### config.mk
export PLATFORM = sky130hd
export DESIGN_NAME = nash_cipher_core
export DESIGN_NICKNAME = d
export VERILOG_FILES = /design/src/rtl/nash_cipher_core.sv
export SDC_FILE = /design/constraint.sdc
export NUM_CORES = 1
export LEC_CHECK = 0
export CAP_MARGIN = 10
export CORE_ASPECT_RATIO = 0.5
export CORE_MARGIN = 4
export CORE_UTILIZATION = 35
export DETAILED_ROUTE_END_ITERATION = 8
export HOLD_SLACK_MARGIN = 0.1
export PLACE_DENSITY = 0.68
export RECOVER_POWER = 50
export SYNTH_ARGS = -nofsm -noshare
export SYNTH_HDL_FRONTEND = slang
export SYNTH_SLANG_ARGS = --single-unit
### constraint.sdc
create_clock -name clk -period 1.4 [get_ports clk]
set_input_delay 0.28 -clock clk [delete_from_list [all_inputs] [get_ports clk]]
set_output_delay 0.28 -clock clk [all_outputs]
set_load 0.01 [all_outputs]
### src/rtl/nash_cipher_core.sv
// Bit-serial table-driven stream cipher core.
// One byte in, eight table-stepped bit cycles, one byte out.
module nash_cipher_core #(
  parameter logic [7:0] KEY_INDEX = 8'd0
) (
  input  logic       clk,
  input  logic       rst_n,
  output logic [7:0] tbl_index,
  input  logic [7:0] tbl_red_next,
  input  logic       tbl_red_transform,
  input  logic [7:0] tbl_blue_next,
  input  logic       tbl_blue_transform,
  input  logic       key_load,
  input  logic [7:0] key_index,
  input  logic       mode,
  input  logic       in_valid,
  output logic       in_ready,
  input  logic [7:0] in_data,
  output logic       out_valid,
  input  logic       out_ready,
  output logic [7:0] out_data,
  output logic       busy
);

  typedef enum logic [1:0] {
    IDLE,
    SHIFT,
    HOLD
  } state_t;

  state_t     state_q;
  state_t     state_d;
  logic [7:0] idx_q;
  logic [7:0] in_sr_q;
  logic [7:0] out_sr_q;
  logic [2:0] cnt_q;
  logic       mode_q;

  logic       accept;
  logic       x_bit;
  logic       k_bit;
  logic       r_bit;
  logic       s_bit;
  logic [7:0] idx_step;

  // Handshake and status outputs decoded from the FSM state.
  always_comb begin
    in_ready  = (state_q == IDLE) && !key_load;
    out_valid = (state_q == HOLD);
    busy      = (state_q != IDLE);
    accept    = in_valid && in_ready;
    tbl_index = idx_q;
    out_data  = out_sr_q;
  end

  // One cipher bit: keystream, result, ciphertext-select and next index.
  always_comb begin
    x_bit    = in_sr_q[7];
    k_bit    = tbl_red_transform ^ tbl_blue_transform;
    r_bit    = x_bit ^ k_bit;
    s_bit    = mode_q ? x_bit : r_bit;
    idx_step = s_bit ? tbl_blue_next : tbl_red_next;
  end

  // Next-state logic.
  always_comb begin
    state_d = state_q;
    unique case (state_q)
      IDLE: begin
        if (accept) begin
          state_d = SHIFT;
        end
      end
      SHIFT: begin
        if (cnt_q == 3'd7) begin
          state_d = HOLD;
        end
      end
      HOLD: begin
        if (out_ready) begin
          state_d = IDLE;
        end
      end
      default: state_d = IDLE;
    endcase
  end

  // FSM state register.
  always_ff @(posedge clk or negedge rst_n) begin
    if (!rst_n) begin
      state_q <= IDLE;
    end else begin
      state_q <= state_d;
    end
  end

  // Datapath: key load, byte capture and per-bit stepping.
  always_ff @(posedge clk or negedge rst_n) begin
    if (!rst_n) begin
      idx_q    <= KEY_INDEX;
      in_sr_q  <= 8'd0;
      out_sr_q <= 8'd0;
      cnt_q    <= 3'd0;
      mode_q   <= 1'b0;
    end else begin
      unique case (state_q)
        IDLE: begin
          if (key_load) begin
            idx_q <= key_index;
          end else if (in_valid) begin
            in_sr_q <= in_data;
            mode_q  <= mode;
            cnt_q   <= 3'd0;
          end
        end
        SHIFT: begin
          idx_q    <= idx_step;
          out_sr_q <= {out_sr_q[6:0], r_bit};
          in_sr_q  <= {in_sr_q[6:0], 1'b0};
          cnt_q    <= cnt_q + 3'd1;
        end
        HOLD: begin
          idx_q <= idx_q;
        end
        default: begin
          idx_q <= idx_q;
        end
      endcase
    end
  end

endmodule

## Word-level counts from Yosys, hierarchy flattened

Index checks and enable logic that the tools add are counted.

| storage, ports and cells | value |
|---|---|
| memories | 0 |
| input port bits | 40 |
| output and inout port bits | 19 |
| RAM bits | 0 |
| latch bits | 0 |
| bits in read-only memories | 0 |
| flip-flop bits (word level) | 30 |

| cells by class | value |
|---|---|
| shifts and indexed selects | 0 |
| bitwise gates (word level) | 3 |
| $lt $le $gt $ge | 0 |
| $mul | 0 |
| add/sub/neg operators | 1 |
| equality and inequality tests | 9 |
| divide/modulo/power cells | 0 |
| reductions and logical operators | 10 |
| mux-type cells | 14 |

Operator list:

| cell | count |
|---|---|
| $mux W8 | 4 |
| $pmux W8 S2 | 2 |
| $ne A2 B2 Y1 const B | 5 |
| $reduce_and A3 Y1 | 3 |
| $mux W2 | 3 |
| $mux W3 | 2 |
| $pmux W2 S3 | 1 |
| $pmux W3 S2 | 1 |
| $reduce_bool A2 Y1 | 2 |
| $add A3 B1 Y3 const B | 1 |
| $eq A3 B3 Y1 const B | 1 |
| $eq A2 B1 Y1 const B | 1 |
| $eq A2 B2 Y1 const B | 1 |
| $logic_and A1 B1 Y1 | 2 |
| $logic_not A2 Y1 | 1 |
| $ne A2 B1 Y1 const B | 1 |
| $reduce_and A2 Y1 | 1 |
| $xor A1 B1 Y1 | 2 |
| $logic_not A1 Y1 | 1 |
| $mux W1 | 1 |
| $not A1 Y1 | 1 |

## Longest topological paths before layout

| depth | value |
|---|---|
| depth after elaboration | 5 |
| mapped depth | 5 |
| gate-level depth less buffers | 4 |

## Worst setup path after synthesis

No wires, ideal clock.

| timing | value |
|---|---|
| kind | register to register |
| start | register state_q[1] |
| end | register mode_q |
| data arrival time | 1.248 ns |
| clock period less this slack | 1.373 ns |
| setup slack | 0.027 ns |
| data required time | 1.275 ns |
| stages on the path, launching flop included | 5 |
| path through | dfrtp_1 clkbuf_2 or2_2 nor2_1 mux2_2 |

| on the way | value |
|---|---|
| word-level cells in the longest chain between the ends | 2 |

Ends and longest elaborated chain:

| item | line | source |
|---|---|---|
| start: declaration | 31 | `state_t state_q;` |
| start signal: assignment | 93 | `state_q <= state_d;` |
| $logic_not A2 Y1 | 106 | `unique case (state_q)` |
| $reduce_and A3 Y1 (no line) | - |  |
| end signal: assignment | 112 | `mode_q <= mode;` |
| end: declaration | 37 | `logic mode_q;` |

No other way between the ends.
A chain may end at the register's enable or synchronous reset.

## Final worst setup path

| timing | value |
|---|---|
| start | register state_q[1] |
| end | output busy |

| on the way | value |
|---|---|
| word-level cells in the longest chain between the ends | 1 |

Ends and longest elaborated chain:

| item | line | source |
|---|---|---|
| $reduce_bool A2 Y1 | 50 | `busy = (state_q != IDLE);` |
| end: declaration | 22 | `output logic busy` |

No other way between the ends.

==> flow_metrics.py <==
metrics = {
    "setup_path": {
        "cp.arrival_ns": 1.14,
        "path_max_fanout": 2,
        "end_kind": "primary output",
        "required_ns": 1.12,
        "r2r_slack_ns": -0.01,
        "start_kind": "register",
        "critPathKind": "register to primary output",
    },
    "routing": {
        "wl_mm": 4.02,
        "post_drt_wl_per_cell_um": 15.2,
        "drt_iter0_drc": 20,
        "detail-route-antenna-nets": 0,
        "routed_via_density": 4.91,
        "drc": 0,
        "vias": 1302,
        "drt_pass1_iterations": 4,
    },
    "sta": {
        "setup_viol": 4,
        "max-slew-margin-rel_pct": 49.9,
        "rsz0062_at_grt": "yes",
        "fin_setup_tns_ns": -0.0313,
        "worst_slack_ns": -0.0174,
        "maxSlewViolCount": 0,
        "worst_pin_slew_ns": 0.751,
        "max_freq_mhz": 706,
        "fin_crit_sh_pct": 101,
        "timing.final.hold_violations": 0,
        "whs_ns": 0.493,
        "skew_ns": 0.00528,
        "period_needed_ns": 1.42,
    },
    "cells_and_area": {
        "syn_to_final_growth_pct": 64.3,
        "drive_above_1_share_pct": 28.0,
        "fill_cells": 338,
        "n_antenna_cell": 0,
        "fin_nets": 252,
    },
    "floorplan": {
        "start_util_pct": 37.3,
        "die_x_um": 101,
        "placeableCoreArea_sq_mm": 0.00402,
        "die-area_sq_mm": 0.00547,
        "io_pins": 59,
        "die_y_um": 54.3,
        "row_count": 16,
    },
    "clocking": {
        "clk-insertion-delay-late_ns": 0.28,
        "cts_buffers": 5,
        "clkTransAtPathRegs_ns": 0.07,
        "cts_buffer_depth": 2,
        "hold_buffers": 0,
        "htreeDepth": 2,
        "clock_sinks": 30,
        "cts_tree": "yes",
        "clockRootBuffer": "clkbuf_8",
    },
    "job": {
        "cap_violations": 0,
    },
    "grt": {
        "grt_pass1_wl_mm": 6.05,
        "grt_usage_pct": 14.6,
        "grt-ovfl-total": 0,
        "grt_start_max_net_pins": 31,
        "antenna_found_initial": 0,
        "first_global_vias": 1268,
    },
    "power_and_ir_drop": {
        "total_power_w": 0.00523,
        "power_density_mw_per_mm2": 2120,
        "vdd_drop_max_uv": 912,
        "p_leak_nw": 1.13,
    },
    "yosys": {
        "ys.warnings.count": 0,
        "netlist_area_sq_mm": 0.00150,
        "mappedNetlistNets": 179,
        "ys_seq_elements": 30,
        "yosysSeqAreaShare_pct": 50.0,
        "synth_area_per_cell_sq_um": 11.0,
        "synth_cell_types": 32,
        "syn_inst": 137,
    },
    "run_status": {
        "violations": "negative setup slack",
        "outcome": "finished, violations left",
    },
    "placement": {
        "gp_congestion": 0.879,
        "portBuffers": 58,
        "dp_hpwl_mm": 2.86,
    },
    "hold_path": {
        "min_path_type": "register to register",
    },
}
## metal layers
metal | vias up | track usage [%] | part of all wire (%)
met3 | 2 | 3.56 | 4.5
met4 | 0 | 5.15 | 0.32
met5 | - | 0 | 0
met1 | 623 | 17.8 | 43
li1 | 652 | - | -
met2 | 25 | 25.9 | 52
## report_power, final
| part | leakage, nW | total, W | internal, W | switching, W |
|---|---|---|---|---|
| sequential | 0.360 | 0.00158 | 0.00130 | 0.000276 |
| combinational | 0.716 | 0.00280 | 0.00159 | 0.00121 |
| clock | 0.0579 | 0.000857 | 0.000523 | 0.000334 |
| total | 1.13 | 0.00523 | 0.00341 | 0.00182 |
## through the flow
step           cells  worst slack, ns  cell area [sq um]  utilization [%]
2_1_floorplan    137           0.0269               1500                -
3_3_place_gp     254           -0.295               2220             55.3
3_5_place_dp     254           -0.383               2220             55.3
4_1_cts          264          -0.0294               2400             59.6
5_1_grt          265          -0.0525               2470             61.3
6_report         265          -0.0174               2470             61.3
## synthesized netlist by cell type (all sizes together)
cell,n,area share [%]
nand3,8,2.7
ha,2,1.7
o21bai,8,4.0
o21ai,17,5.9
nor3b,1,0.50
nor2,5,1.7
or3,1,0.42
a22o,3,1.8
a31oi,8,3.3
mux2,11,8.3
or2,1,0.42
clkbuf,2,0.58
inv,2,0.50
o21a,1,0.50
a21oi,1,0.33
nand2b,2,0.83
nor2b,1,0.42
xnor2,2,1.7
a21o,1,0.50
buf,6,2.7
dfrtp,30,50
mux2i,7,4.7
nand2,8,2.0
o31ai,8,4.0
nor3,1,0.67
## layout make-up
class                   instances  area (sq um)  area share [%]
clock buffers                   5          68.8            2.79
repair buffers                 74           744            30.2
flip-flops and latches         30           751            30.4
well taps                      54          67.6            2.74
clock inverters                 3          40.0            1.62
multi-input cells              97           788            31.9
inverters                       2          7.51           0.304
## cells by family after synthesis
logic type      count (synthesis)  synth area share (%)
fa+ha+maj                       2                  1.67
buf+inv                        10                  3.75
mux                            18                  12.9
flops                          30                  50.0
xor+xnor                        2                  1.67
compound gates                 47                  20.3
simple gates                   28                  9.67
## worst max-delay path: stages (launching register included)
cell	delay, ns
dfrtp_1	0.38
or2_4	0.26
buf_6	0.12
buf_6	0.11
## flip-flops by register name, indices dropped and copies added (netlist names)
register   flops
out_data       8
state_q        2
cnt_q          3
mode_q         1
in_sr_q        8
tbl_index      8
## path summary, 6_finish.rpt
kind                                         from                  endpoint  cells past startpoint
max                        state_q[1]$_DFFE_PN0P_                      busy                      3
min reg2reg                in_sr_q[4]$_DFFE_PN0P_    in_sr_q[4]$_DFFE_PN0P_                      2
min in group asynchronous                   rst_n    in_sr_q[6]$_DFFE_PN0P_                      2
max reg2reg                state_q[1]$_DFFE_PN0P_   out_data[0]$_DFFE_PN0P_                      5
max in group asynchronous                   rst_n  tbl_index[5]$_DFFE_PN0P_                      2
min                        in_sr_q[4]$_DFFE_PN0P_    in_sr_q[4]$_DFFE_PN0P_                      2
## placed cells by master, fill, tap and decap left out, types with 3 or more instances in the layout
cell type and count:
dlygate4sd2_1 16, mux2_2 9, dfrtp_1 30, a22o_1 3, nand3_2 7, o21ai_1 7
o31ai_1 7, o21ai_0 9, clkbuf_8 5, o21bai_1 8, nor2_1 3, mux2i_1 6
buf_12 3, buf_6 3, nand2_1 8, a31oi_1 8, clkdlybuf4s50_1 36, buf_4 9
## repair_timing
item / in CTS / in global routing
setup buffers: 1 / 1
gates resized for setup: 44 / 15
cloned: 1 / 0
pin swaps: 1 / 10
endpoints found under the setup margin: 39 / 26
(Power assumes the default switching activity.)
